--- src/rtl/g2b_ptr_sync.sv ---
// Purpose : brings a Gray-coded write pointer into the read clock domain, decodes it
//           to binary, qualifies it after reset and flags illegal multi-bit Gray steps.
// Latency : wptr_gray -> wptr_gray_sync 2 rclk edges, -> wptr_bin 3 rclk edges.
// Backpr. : none; every rclk edge samples, no input is ever gated or stalled.
//
// Ports:
//   rclk / rrst_n   read-domain clock, asynchronous active-low reset
//   wptr_gray       write pointer in Gray code, asynchronous to rclk
//   rptr_bin        local binary read pointer, synchronous to rclk
//   err_clr         single-cycle clear of the sticky ptr_err flag
//   wptr_gray_sync  second synchronizer stage
//   wptr_bin        registered binary decode of wptr_gray_sync
//   wptr_vld        decoded pointer is meaningful (3 edges after reset release)
//   ptr_err         sticky flag: a synchronized sample moved by more than one bit
//   fill_level      (wptr_bin - rptr_bin) mod 2^W, combinational
//   empty           no readable entries, or the write pointer is not yet qualified
module g2b_ptr_sync #(
  parameter int WPTR_WIDTH = 8
) (
  input  logic                  rclk,
  input  logic                  rrst_n,
  input  logic [WPTR_WIDTH-1:0] wptr_gray,
  input  logic [WPTR_WIDTH-1:0] rptr_bin,
  input  logic                  err_clr,
  output logic [WPTR_WIDTH-1:0] wptr_gray_sync,
  output logic [WPTR_WIDTH-1:0] wptr_bin,
  output logic                  wptr_vld,
  output logic                  ptr_err,
  output logic [WPTR_WIDTH-1:0] fill_level,
  output logic                  empty
);

  localparam logic [WPTR_WIDTH-1:0] ONE = {{(WPTR_WIDTH-1){1'b0}}, 1'b1};

  // Two-flop synchronizer; nothing may sit between the stages.
  logic [WPTR_WIDTH-1:0] r_sync1;
  logic [WPTR_WIDTH-1:0] r_sync2;
  // Prior value of stage 2, used to measure how many bits moved per edge.
  logic [WPTR_WIDTH-1:0] r_prev;
  logic [WPTR_WIDTH-1:0] r_wptr_bin;
  logic [1:0]            r_vld_cnt;
  logic                  r_vld;
  logic                  r_ptr_err;

  logic [WPTR_WIDTH-1:0] w_dec;
  logic [WPTR_WIDTH-1:0] w_diff;
  logic                  w_multi_bit;
  logic                  w_err_set;

  always_ff @(posedge rclk or negedge rrst_n) begin
    if (!rrst_n) begin
      r_sync1 <= '0;
      r_sync2 <= '0;
    end else begin
      r_sync1 <= wptr_gray;
      r_sync2 <= r_sync1;
    end
  end

  // Binary bit i is the XOR of all Gray bits from the MSB down to i; this is the
  // b[i] = b[i+1] ^ g[i] recurrence unrolled, without a combinational chain
  // through the result vector itself.
  always_comb begin
    w_dec = '0;
    for (int i = 0; i < WPTR_WIDTH; i++) begin
      w_dec[i] = ^(r_sync2 >> i);
    end
  end

  always_ff @(posedge rclk or negedge rrst_n) begin
    if (!rrst_n) begin
      r_wptr_bin <= '0;
      r_prev     <= '0;
    end else begin
      r_wptr_bin <= w_dec;
      r_prev     <= r_sync2;
    end
  end

  // Valid qualification: the synchronizer and decode pipeline hold reset zeros,
  // not real samples, until three edges have passed since release.
  always_ff @(posedge rclk or negedge rrst_n) begin
    if (!rrst_n) begin
      r_vld_cnt <= 2'd0;
      r_vld     <= 1'b0;
    end else begin
      if (r_vld_cnt != 2'd3) begin
        r_vld_cnt <= r_vld_cnt + 2'd1;
      end
      if (r_vld_cnt == 2'd2) begin
        r_vld <= 1'b1;
      end
    end
  end

  // More than one bit set <=> clearing the lowest set bit leaves something behind.
  // Gated by r_vld so the step from reset zeros to the first real sample is ignored.
  assign w_diff      = r_sync2 ^ r_prev;
  assign w_multi_bit = |(w_diff & (w_diff - ONE));
  assign w_err_set   = r_vld & w_multi_bit;

  // Sticky error: a new error in the same cycle as err_clr keeps the flag set.
  always_ff @(posedge rclk or negedge rrst_n) begin
    if (!rrst_n) begin
      r_ptr_err <= 1'b0;
    end else if (w_err_set) begin
      r_ptr_err <= 1'b1;
    end else if (err_clr) begin
      r_ptr_err <= 1'b0;
    end
  end

  assign wptr_gray_sync = r_sync2;
  assign wptr_bin       = r_wptr_bin;
  assign wptr_vld       = r_vld;
  assign ptr_err        = r_ptr_err;

  // Plain modular subtraction; wrap-around of either pointer is handled for free.
  assign fill_level = r_wptr_bin - rptr_bin;
  assign empty      = (r_wptr_bin == rptr_bin) | ~r_vld;

endmodule
--- config.mk ---
export PLATFORM = sky130hd
export DESIGN_NAME = g2b_ptr_sync
export DESIGN_NICKNAME = d
export VERILOG_FILES = /design/src/rtl/g2b_ptr_sync.sv
export SDC_FILE = /design/constraint.sdc
export NUM_CORES = 1
export LEC_CHECK = 0
export ABC_AREA = 0
export CORE_ASPECT_RATIO = 0.6
export CORE_UTILIZATION = 42
export CTS_CLUSTER_DIAMETER = 60
export CTS_CLUSTER_SIZE = 14
export DETAILED_ROUTE_END_ITERATION = 10
export PLACE_DENSITY_LB_ADDON = 0.08
export SYNTH_ARGS = -nofsm -noshare
export SYNTH_HDL_FRONTEND = slang
export SYNTH_SLANG_ARGS = --single-unit
--- constraint.sdc ---
create_clock -name rclk -period 3.3 [get_ports rclk]
set_input_delay 0.825 -clock rclk [delete_from_list [all_inputs] [get_ports rclk]]
set_output_delay 0.825 -clock rclk [all_outputs]
set_load 0.01 [all_outputs]
==> results.sh, run 1 <==
export IMPL_status="finished clean"
export IMPL_slew_headroom_pct=72.1
export IMPL_maxCapViolations=0
export IMPL_yosys_top_cells_area="dfrtp_1 58%, xnor2_1 8.6%, ha_1 7.4%"
export IMPL_min_path_type="reg -> reg"
export IMPL_track_usage_pct=17.2
export IMPL_cts_tree="yes"
export IMPL_p_leak_nw=1.05
export IMPL_worstSetupStartpointType="primary input"
export IMPL_yosys_area_top_type="dfrtp_1"
export IMPL_path_clk_slew_ps=70
export IMPL_r2r_end="ptr_err"
export IMPL_r2r_slack_ps=1490
export IMPL_worst_slew_pin_slew_ps=419
export IMPL_hold_viol_final=0
export IMPL_grt_pass1_wl_um=4900
export IMPL_synth_top_cell_area_share_pct=57.5
export IMPL_min_delay_start="r_sync1[3]"
export IMPL_final_core_util_pct=69.2
export IMPL_drv_slew=0
export IMPL_rows=16
export IMPL_clock_latency_ps=280
export IMPL_synthesis_instances=119
export IMPL_setup_violations_final=0
export IMPL_p_comb_share_pct=36.8
export IMPL_drt_pass1_iterations=4
export IMPL_drt_iter0_markers=14
export IMPL_criticalPathCategory="in -> out"
export IMPL_ys_async_sr_fraction_pct=100
export IMPL_drive_above_1_share_pct=26.2
export IMPL_instances_no_fill=228
export IMPL_fin_skew_ps=4.93
export IMPL_dp_cells=218
export IMPL_hpwlAfterDp_um=2080
export IMPL_dpl_cell_area_um2=2100
export IMPL_yosysMostFrequentCell="dfrtp_1"
export IMPL_cp_end_kind="output port"
export IMPL_p_sw_uw=409
export IMPL_crit_start="rptr_bin[5]"
export IMPL_ios=46
export IMPL_pwr_share_seq_pct=33.5
export IMPL_internal_power_mw=1.08
export IMPL_fin_crit_sh_pct=98.5
export IMPL_fillers=251
export IMPL_holdPathEnd="wptr_gray_sync[3]"
export IMPL_via_count=1033
export IMPL_power_mw=1.49
export IMPL_antenna_found_initial=0
export IMPL_cts_path_max_buffers=2
export IMPL_die_area_um2=3880
export IMPL_clock_power_share_pct=29.7
export IMPL_routabilityCongestion=0.761
export IMPL_grt_max_degree=36
export IMPL_synth_fp_nets=148
export IMPL_synth_cell_types=25
export IMPL_yosysSeqAreaShare_pct=57.5
export IMPL_cts_num_sinks=35
export IMPL_required_ps=2470
export IMPL_ir_drop_mv=0.403
export IMPL_synth_edf_count=0
export IMPL_io_buffers=45
export IMPL_totalWireLength_um=2880
export IMPL_synth_flop_cell="dfrtp_1"
export IMPL_finish_instance_area_um2=2330
export IMPL_dieWidth_um=79.7
export IMPL_p_sw_share_pct=27.5
export IMPL_root_buffer="clkbuf_8"
export IMPL_dieHeight_um=48.6
export IMPL_h_tree_depth=2
export IMPL_max_clock_freq_ghz=0.308
export IMPL_nNetsFinal=211
export IMPL_vias_per_cell=4.53
export IMPL_yosysWarnings=0
export IMPL_ant_nets=0
export IMPL_route_detailed_drc=0
export IMPL_grt_pass1_vias=1085
export IMPL_synthTopCellsByCount="35 x dfrtp_1, 15 x xnor2_1, 13 x inv_1, 9 x ha_1"
export IMPL_finalCriticalPeriod_ps=3250
export IMPL_core_um2=3360
export IMPL_powerDensity_nw_per_um2=639
export IMPL_crit_fanout=2
export IMPL_worstRegToRegCells=6
export IMPL_ys_ff_latch=35
export IMPL_hold_path_cell_count=0
export IMPL_cp_arrival_ps=2430
export IMPL_start_util_pct=45.3
export IMPL_wl_per_cell_um=12.6
export IMPL_numCtsBuffers=5
export IMPL_avgSynthCellArea_um2=12.8
export IMPL_syn_area_um2=1520
export IMPL_grt_overflow=0
export IMPL_antenna_cells=0
export IMPL_area_growth_pct=52.8
export IMPL_r2r_start="wptr_gray_sync[5]"
registers in the layout, summed over array words and instances (netlist names):
signal          cells
r_prev              8
r_sync1             8
wptr_gray_sync      8
wptr_bin            7
r_vld_cnt           2
ptr_err             1
wptr_vld            1
cell families (layout without fill, tap and decap cells):
| kind of cell | count (synthesis) | in the layout | synth area share (%) |
|---|---|---|---|
| buffers and inverters | 15 | 79 | 4.19 |
| DFF | 35 | 35 | 57.5 |
| and+or+nand+nor | 18 | 18 | 5.75 |
| AOI/OAI and AO/OA | 16 | 16 | 6.74 |
| adders and majority gates | 10 | 10 | 8.71 |
| xor gates and xnor gates | 25 | 25 | 17.1 |
metal layers:
metal	part of all wire, %	track usage (%)	vias to the layer above	routed length, µm
met5	0	0	-	0
met4	1.9	8.04	0	54
met3	6.7	5.09	9	193
met2	46	27.8	40	1320
met1	46	21.3	481	1310
li1	-	-	503	-
placed cells by master, fill, tap and decap left out, drive strengths merged:
cell type      instances
dlymetal6s2s           1
or2                    3
nand3                  1
clkdlybuf4s50         34
a31oi                  1
a2111oi                1
nor2b                  3
a22oi                  1
a2bb2oi                1
dlygate4sd2            5
o211ai                 1
bufinv                 2
inv                   13
nor2                   3
o21ai                  3
nand2                  6
buf                   16
xnor2                 16
clkbuf                 7
clkdlybuf4s15          1
nand2b                 1
a21o                   2
ha                     9
xor2                   9
nor3                   1
o41ai                  1
a21oi                  5
fa                     1
dfrtp                 35
worst max-delay path by stage:
stage / slack (ps) / endpoint
6_report: 50 / fill_level[7]
5_1_grt: -20 / fill_level[6]
4_1_cts: 5 / fill_level[7]
3_5_place_dp: -670 / fill_level[6]
3_3_place_gp: -570 / fill_level[5]
2_1_floorplan: 370 / fill_level[6]
per-stage QoR:
step                      TNS, ps  setup slack [ps]  hold WS, ps
final                           0              50.0          349
after CTS                       0              4.61          350
after global placement      -2800              -568          332
after floorplan                 0               373          331
after global routing        -24.5             -24.5          358
after detailed placement    -3230              -669          335
timing repair:
action / in CTS / in global routing
endpoints found under the setup margin: 8 / 5
pin swaps: 7 / 4
hold buffers: 0 / 0
setup buffers: 2 / 0
gates resized for setup: 31 / 13
cloned: 0 / 0
critical path: stages:
cell and delay (ps):
clkdlybuf4s50_1 460, inv_1 40, ha_1 270, or2_2 290, a21oi_2 190, a21oi_4 60, xnor2_2 140, buf_2 150
layout make-up:
type | instances | area (µm²) | share of cell area, %
clock buffer | 6 | 72.6 | 3.12
clock inverter | 2 | 60.1 | 2.58
inverter | 13 | 48.8 | 2.10
multi-input combinational | 69 | 686 | 29.5
sequential | 35 | 876 | 37.6
tap | 45 | 56.3 | 2.42
timing repair buffer | 58 | 528 | 22.7
power by group through the flow:
stage,Combinational [mW],Clock [mW],Sequential (mW)
5_1_grt,0.594,0.476,0.502
2_1_floorplan,0.220,0,0.510
3_3_place_gp,0.488,0,0.501
3_5_place_dp,0.501,0,0.502
4_1_cts,0.529,0.453,0.498
6_report,0.547,0.442,0.498
(Power assumes the default switching activity.)
==> run 2, diff against run 1 <==
--- a/config.mk
+++ b/config.mk
@@ -5,8 +5,9 @@
 export SDC_FILE = /design/constraint.sdc
 export NUM_CORES = 1
 export LEC_CHECK = 0
-export ABC_AREA = 0
+export ABC_AREA = 1
 export CORE_ASPECT_RATIO = 0.6
+export CORE_MARGIN = 2
 export CORE_UTILIZATION = 42
 export CTS_CLUSTER_DIAMETER = 60
 export CTS_CLUSTER_SIZE = 14
==> run 2 against run 1 <==
The run now ends with design-rule violations left; largest power group is now registers; routed wire length up 12%; non-clock buffer count down 2; final cell count increased by 25%; hold slack got worse by 1.3 ps; clock power shrank 28%; area after synthesis rose by 11%; combinational power shrank 10%; global-route usage decreased by 1.1 points; first-iteration DRC count rose to 4.6 times the previous value; final area rose by 3.3%.
==> results.sh, run 2 <==
export IMPL_synth_cell_types=23
export IMPL_final_cell_mix="49 x nand2_1, 35 x dfrtp_1, 33 x clkdlybuf4s50_1"
export IMPL_cts_tree="yes"
export IMPL_fin_skew_ps=5.91
export IMPL_worst_slew_pin_slew_ps=737
export IMPL_drt_iter0_markers=64
export IMPL_track_usage_pct=16.2
export IMPL_area_growth_pct=42.2
export IMPL_yosys_area_top_type="dfrtp_1"
export IMPL_cts_num_sinks=35
export IMPL_crit_fanout=3
export IMPL_maxCapViolations=0
export IMPL_io_buffers=45
export IMPL_route_detailed_drc=4
export IMPL_dieWidth_um=85.9
export IMPL_ir_drop_mv=0.273
export IMPL_path_clk_slew_ps=70
export IMPL_p_leak_nw=1.20
export IMPL_fillers=321
export IMPL_hold_path_cell_count=0
export IMPL_routabilityCongestion=0.828
export IMPL_antenna_found_initial=0
export IMPL_cp_slowest_cell="clkdlybuf4s50_1"
export IMPL_ant_nets=0
export IMPL_dieHeight_um=53.1
export IMPL_min_path_type="reg -> reg"
export IMPL_synth_edf_count=0
export IMPL_die_area_um2=4560
export IMPL_grt_overflow=0
export IMPL_core_um2=3760
export IMPL_criticalPathCategory="in -> out"
export IMPL_synthTopCellsByCount="50 x nand2_1, 35 x dfrtp_1, 28 x inv_1, 13 x xnor2_1, 9 x ha_1"
export IMPL_synth_fp_nets=204
export IMPL_grt_pass1_vias=1236
export IMPL_worstSetupStartpointType="primary input"
export IMPL_start_util_pct=44.9
export IMPL_grt_pass1_wl_um=5440
export IMPL_fin_tns_setup_ps=0
export IMPL_violations="design-rule violations"
export IMPL_synthesis_instances=175
export IMPL_drt_pass1_iterations=7
export IMPL_holdPathEnd="wptr_gray_sync[1]"
export IMPL_r2r_start="wptr_gray_sync[6]"
export IMPL_worstRegToRegCells=6
export IMPL_layout_commonest_cell="nand2_1"
export IMPL_rsz0062_at_grt="true"
export IMPL_ys_async_sr_fraction_pct=100
export IMPL_wl_per_cell_um=11.3
export IMPL_powerDensity_nw_per_um2=543
export IMPL_totalWireLength_um=3220
export IMPL_yosysWarnings=0
export IMPL_r2r_end="wptr_bin[3]"
export IMPL_via_count=1284
export IMPL_vias_per_cell=4.52
export IMPL_grt_max_degree=36
export IMPL_ys_ff_latch=35
export IMPL_hpwlAfterDp_um=2460
export IMPL_clock_latency_ps=280
export IMPL_min_delay_start="r_sync1[1]"
export IMPL_yosys_top_cells_area="dfrtp_1 52%, nand2_1 11%, xnor2_1 6.7%"
export IMPL_slew_headroom_pct=50.9
export IMPL_yosysMostFrequentCell="nand2_1"
export IMPL_synth_top_cell_area_share_pct=51.8
export IMPL_avgSynthCellArea_um2=9.66
export IMPL_cp_arrival_ps=2390
export IMPL_cp_num_buf_inv=4
export IMPL_ios=46
export IMPL_drive_above_1_share_pct=18.6
export IMPL_yosysSeqAreaShare_pct=51.8
export IMPL_root_buffer="clkbuf_8"
export IMPL_critical_path_cell_chain="clkdlybuf4s50_1, inv_1, ha_4, buf_4, nand4_1, o41ai_2, clkbuf_2"
export IMPL_crit_family="buffers and inverters"
export IMPL_drv_slew=0
export IMPL_nNetsFinal=265
export IMPL_numCtsBuffers=5
export IMPL_slowest_delay_ps=480
export IMPL_finalCriticalPeriod_ps=3210
export IMPL_fin_crit_sh_pct=97.4
export IMPL_syn_area_um2=1690
export IMPL_status="complete, but fails checks"
export IMPL_power_mw=1.31
export IMPL_cts_hold_buf=0
export IMPL_rows=17
export IMPL_required_ps=2470
export IMPL_setup_violations_final=0
export IMPL_cts_path_max_buffers=2
export IMPL_h_tree_depth=2
export IMPL_r2r_slack_ps=1840
export IMPL_antenna_cells=0
export IMPL_synth_flop_cell="dfrtp_1"
export IMPL_hold_viol_final=0
export IMPL_max_clock_freq_ghz=0.311
export IMPL_cp_end_kind="output port"
## run 2: cell count changes in the layout (fill, tap and decap cells not counted), moves of 3 or more
cell and change:
inv_1 +16, nand2_1 +44, nor2_1 +4, xor2_2 -3
## run 2: metrics by stage
step	hold slack, ps	setup slack [ps]	instances	cell area (µm²)	utilization, %
floorplan	331	450	175	1690	-
global placement	332	-433	275	2250	59.9
detailed placement	335	-518	275	2250	59.9
CTS	351	-72.9	284	2400	63.7
global route	354	-12.6	284	2400	63.8
finish	348	87.2	284	2400	63.8
## run 2: metal layers
metal	global-route usage, %	routed length [µm]	vias up
met1	19.5	1440	600
met2	27.3	1520	31
met4	6.35	37	0
met5	0	0	-
met3	5.30	224	5
li1	-	-	648
## run 2: worst reg2reg max path: stages, from the launching register on
cell	delay, ps
dfrtp_1	450
nand2_1	110
inv_2	50
nor2_4	130
xor2_4	240
xor2_4	230
xor2_1	160
## run 2: worst max-delay path by stage
| stage | start | endpoint | slack (ps) | cells after the start |
|---|---|---|---|---|
| 6_report | rptr_bin[3] | empty | 90 | 7 |
| 5_1_grt | rptr_bin[3] | fill_level[6] | -10 | 9 |
| 4_1_cts | rptr_bin[0] | fill_level[6] | -70 | 8 |
| 3_5_place_dp | rptr_bin[0] | fill_level[6] | -520 | 8 |
| 3_3_place_gp | rptr_bin[0] | fill_level[6] | -430 | 8 |
| 2_1_floorplan | rptr_bin[0] | fill_level[6] | 450 | 6 |
## run 2: what timing repair did
item                                    in CTS  in global routing
pin swaps                                    4                  6
buffers inserted                             1                  0
gates resized for setup                     35                  7
endpoints found under the setup margin       8                  5
## run 2: cell families after synthesis
group / synth area share [%]
AOI/OAI and AO/OA: 3.77
adders and majority gates: 7.85
xor gates and xnor gates: 13.1
DFF: 51.8
and+or+nand+nor: 15.9
buffers and inverters: 7.55
## run 2: area by class of cell
type | count | area [µm²] | area share [%]
clock buffers | 6 | 82.6 | 3.44
inverters | 30 | 113 | 4.69
clock inverters | 2 | 16.3 | 0.677
multi-input cells | 108 | 757 | 31.5
well taps | 47 | 58.8 | 2.45
flip-flops and latches | 35 | 876 | 36.4
repair buffers | 56 | 500 | 20.8
## run 2: power breakdown
part	internal (mW)	switching, mW	total, mW
Sequential	0.464	0.0316	0.495
Combinational	0.263	0.227	0.490
Clock	0.170	0.150	0.320
Total	0.897	0.409	1.31
==> run 3, diff against run 2 <==
--- a/config.mk
+++ b/config.mk
@@ -13,6 +13,7 @@
 export CTS_CLUSTER_SIZE = 14
 export DETAILED_ROUTE_END_ITERATION = 10
 export PLACE_DENSITY_LB_ADDON = 0.08
+export SETUP_SLACK_MARGIN = 0.02
 export SYNTH_ARGS = -nofsm -noshare
 export SYNTH_HDL_FRONTEND = slang
 export SYNTH_SLANG_ARGS = --single-unit
==> run 3 against run 2 <==
The flow still finishes with violations (design-rule violations); final cell count did not move; critical path depth fell by 1; utilization rose by 0.96 points; clock power barely moved; largest power group is now combinational cells; total power rose by 1.3%; clock skew barely moved; routed wire length rose by 2.9%; combinational power rose by 3%; register-to-register slack barely moved; via count rose by 0.39%.
==> results.sh, run 3 (synthesis results as in run 2) <==
export IMPL_power_mw=1.32
export IMPL_hold_path_cell_count=0
export IMPL_ant_nets=0
export IMPL_min_path_type="reg -> reg"
export IMPL_io_buffers=45
export IMPL_track_usage_pct=16.4
export IMPL_min_delay_start="r_sync1[1]"
export IMPL_setup_slack_ps=109
export IMPL_drt_pass1_iterations=8
export IMPL_maxCapViolations=0
export IMPL_dp_cells=275
export IMPL_status="complete, but fails checks"
export IMPL_drive_above_1_share_pct=20.3
export IMPL_fin_skew_ps=5.91
export IMPL_cts_path_max_buffers=2
export IMPL_cp_arrival_ps=2370
export IMPL_rsz0062_at_grt="false"
export IMPL_drv_slew=0
export IMPL_fin_tns_setup_ps=0
export IMPL_pre_cts_slack_ps=-518
export IMPL_clock_latency_ps=280
export IMPL_totalWireLength_um=3310
export IMPL_layout_commonest_cell="nand2_1"
export IMPL_core_um2=3760
export IMPL_required_ps=2470
export IMPL_worstSetupStartpointType="primary input"
export IMPL_holdPathEnd="wptr_gray_sync[1]"
export IMPL_crit_fanout=4
export IMPL_instances_no_fill=284
export IMPL_powerDensity_nw_per_um2=542
export IMPL_nNetsFinal=265
export IMPL_setup_violations_final=0
export IMPL_area_growth_pct=44.3
export IMPL_root_buffer="clkbuf_8"
export IMPL_routabilityCongestion=0.828
export IMPL_violations="design-rule violations"
export IMPL_drt_iter0_markers=62
export IMPL_grt_overflow=0
export IMPL_worst_slew_pin_slew_ps=739
export IMPL_r2r_start="wptr_gray_sync[6]"
export IMPL_r2r_slack_ps=1840
export IMPL_grt_pass1_wl_um=5530
export IMPL_finalCriticalPeriod_ps=3190
export IMPL_final_cell_mix="48 x nand2_1, 35 x dfrtp_1, 32 x clkdlybuf4s50_1"
export IMPL_antenna_cells=0
export IMPL_antenna_found_initial=0
export IMPL_criticalPathCategory="in -> out"
export IMPL_cp_end_kind="output port"
export IMPL_fin_crit_sh_pct=96.7
export IMPL_max_clock_freq_ghz=0.313
export IMPL_wl_per_cell_um=11.7
export IMPL_grt_pass1_vias=1249
export IMPL_route_detailed_drc=4
export IMPL_numCtsBuffers=5
export IMPL_r2r_end="wptr_bin[3]"
export IMPL_rows=17
export IMPL_slew_headroom_pct=50.8
export IMPL_cts_num_sinks=35
export IMPL_ios=46
export IMPL_dieHeight_um=53.1
export IMPL_path_clk_slew_ps=70
export IMPL_ir_drop_mv=0.273
export IMPL_hold_viol_final=0
export IMPL_worstRegToRegCells=6
export IMPL_cts_tree="yes"
export IMPL_die_area_um2=4560
export IMPL_fillers=320
export IMPL_holdWs_ps=349
export IMPL_h_tree_depth=2
export IMPL_via_count=1289
export IMPL_hpwlAfterDp_um=2460
export IMPL_start_util_pct=44.9
export IMPL_grt_max_degree=36
export IMPL_p_leak_nw=1.21
export IMPL_dieWidth_um=85.9
export IMPL_vias_per_cell=4.54
==> run 3: worst max-delay path by stage <==
| stage | start | end | slack, ps | cells after the start |
|---|---|---|---|---|
| final | rptr_bin[4] | empty | 110 | 6 |
| after global routing | rptr_bin[4] | empty | 20 | 6 |
| after CTS | rptr_bin[0] | fill_level[6] | -70 | 8 |
| after detailed placement | rptr_bin[0] | fill_level[6] | -520 | 8 |
| after global placement | rptr_bin[0] | fill_level[6] | -430 | 8 |
| after floorplan | rptr_bin[0] | fill_level[6] | 450 | 6 |
==> run 3: metal layers <==
metal	global-route usage [%]	part of all wire, %	vias up
met5	0	0	-
met4	6.35	1.1	0
met3	5.30	7.0	5
met2	28.3	48	33
met1	19.4	44	603
li1	-	-	648
==> run 3: power breakdown <==
part,leakage [nW],total (mW),switching [mW],internal (mW)
registers,0.396,0.496,0.0326,0.464
logic,0.764,0.505,0.236,0.269
clock network,0.0474,0.320,0.150,0.170
total,1.21,1.32,0.419,0.903
==> run 3: area by class of cell <==
cell class              instances  area, µm²  area share [%]
flip-flops and latches         35        876            35.9
multi-input cells             108        791            32.4
repair buffers                 56        503            20.6
inverters                      30        113            4.62
clock buffers                   6       82.6            3.38
well taps                      47       58.8            2.41
clock inverters                 2       16.3           0.667
==> run 3: through the flow <==
stage | cell area [µm²] | utilization, %
2_1_floorplan | 1690 | -
3_3_place_gp | 2250 | 59.9
3_5_place_dp | 2250 | 59.9
4_1_cts | 2410 | 64.1
5_1_grt | 2440 | 64.8
6_report | 2440 | 64.8
==> run 3: worst max-delay path: stages <==
cell	delay, ps
clkdlybuf4s50_1	450
inv_1	40
ha_1	380
nand2_1	130
o41ai_2	350
buf_2	190
==> run 3: timing repair <==
item | CTS | global route
resized for setup | 40 | 10
gates cloned | 0 | 0
endpoints found under the setup margin | 8 | 3
pin swaps | 5 | 6
setup buffers | 1 | 0
hold buffers | 0 | 0
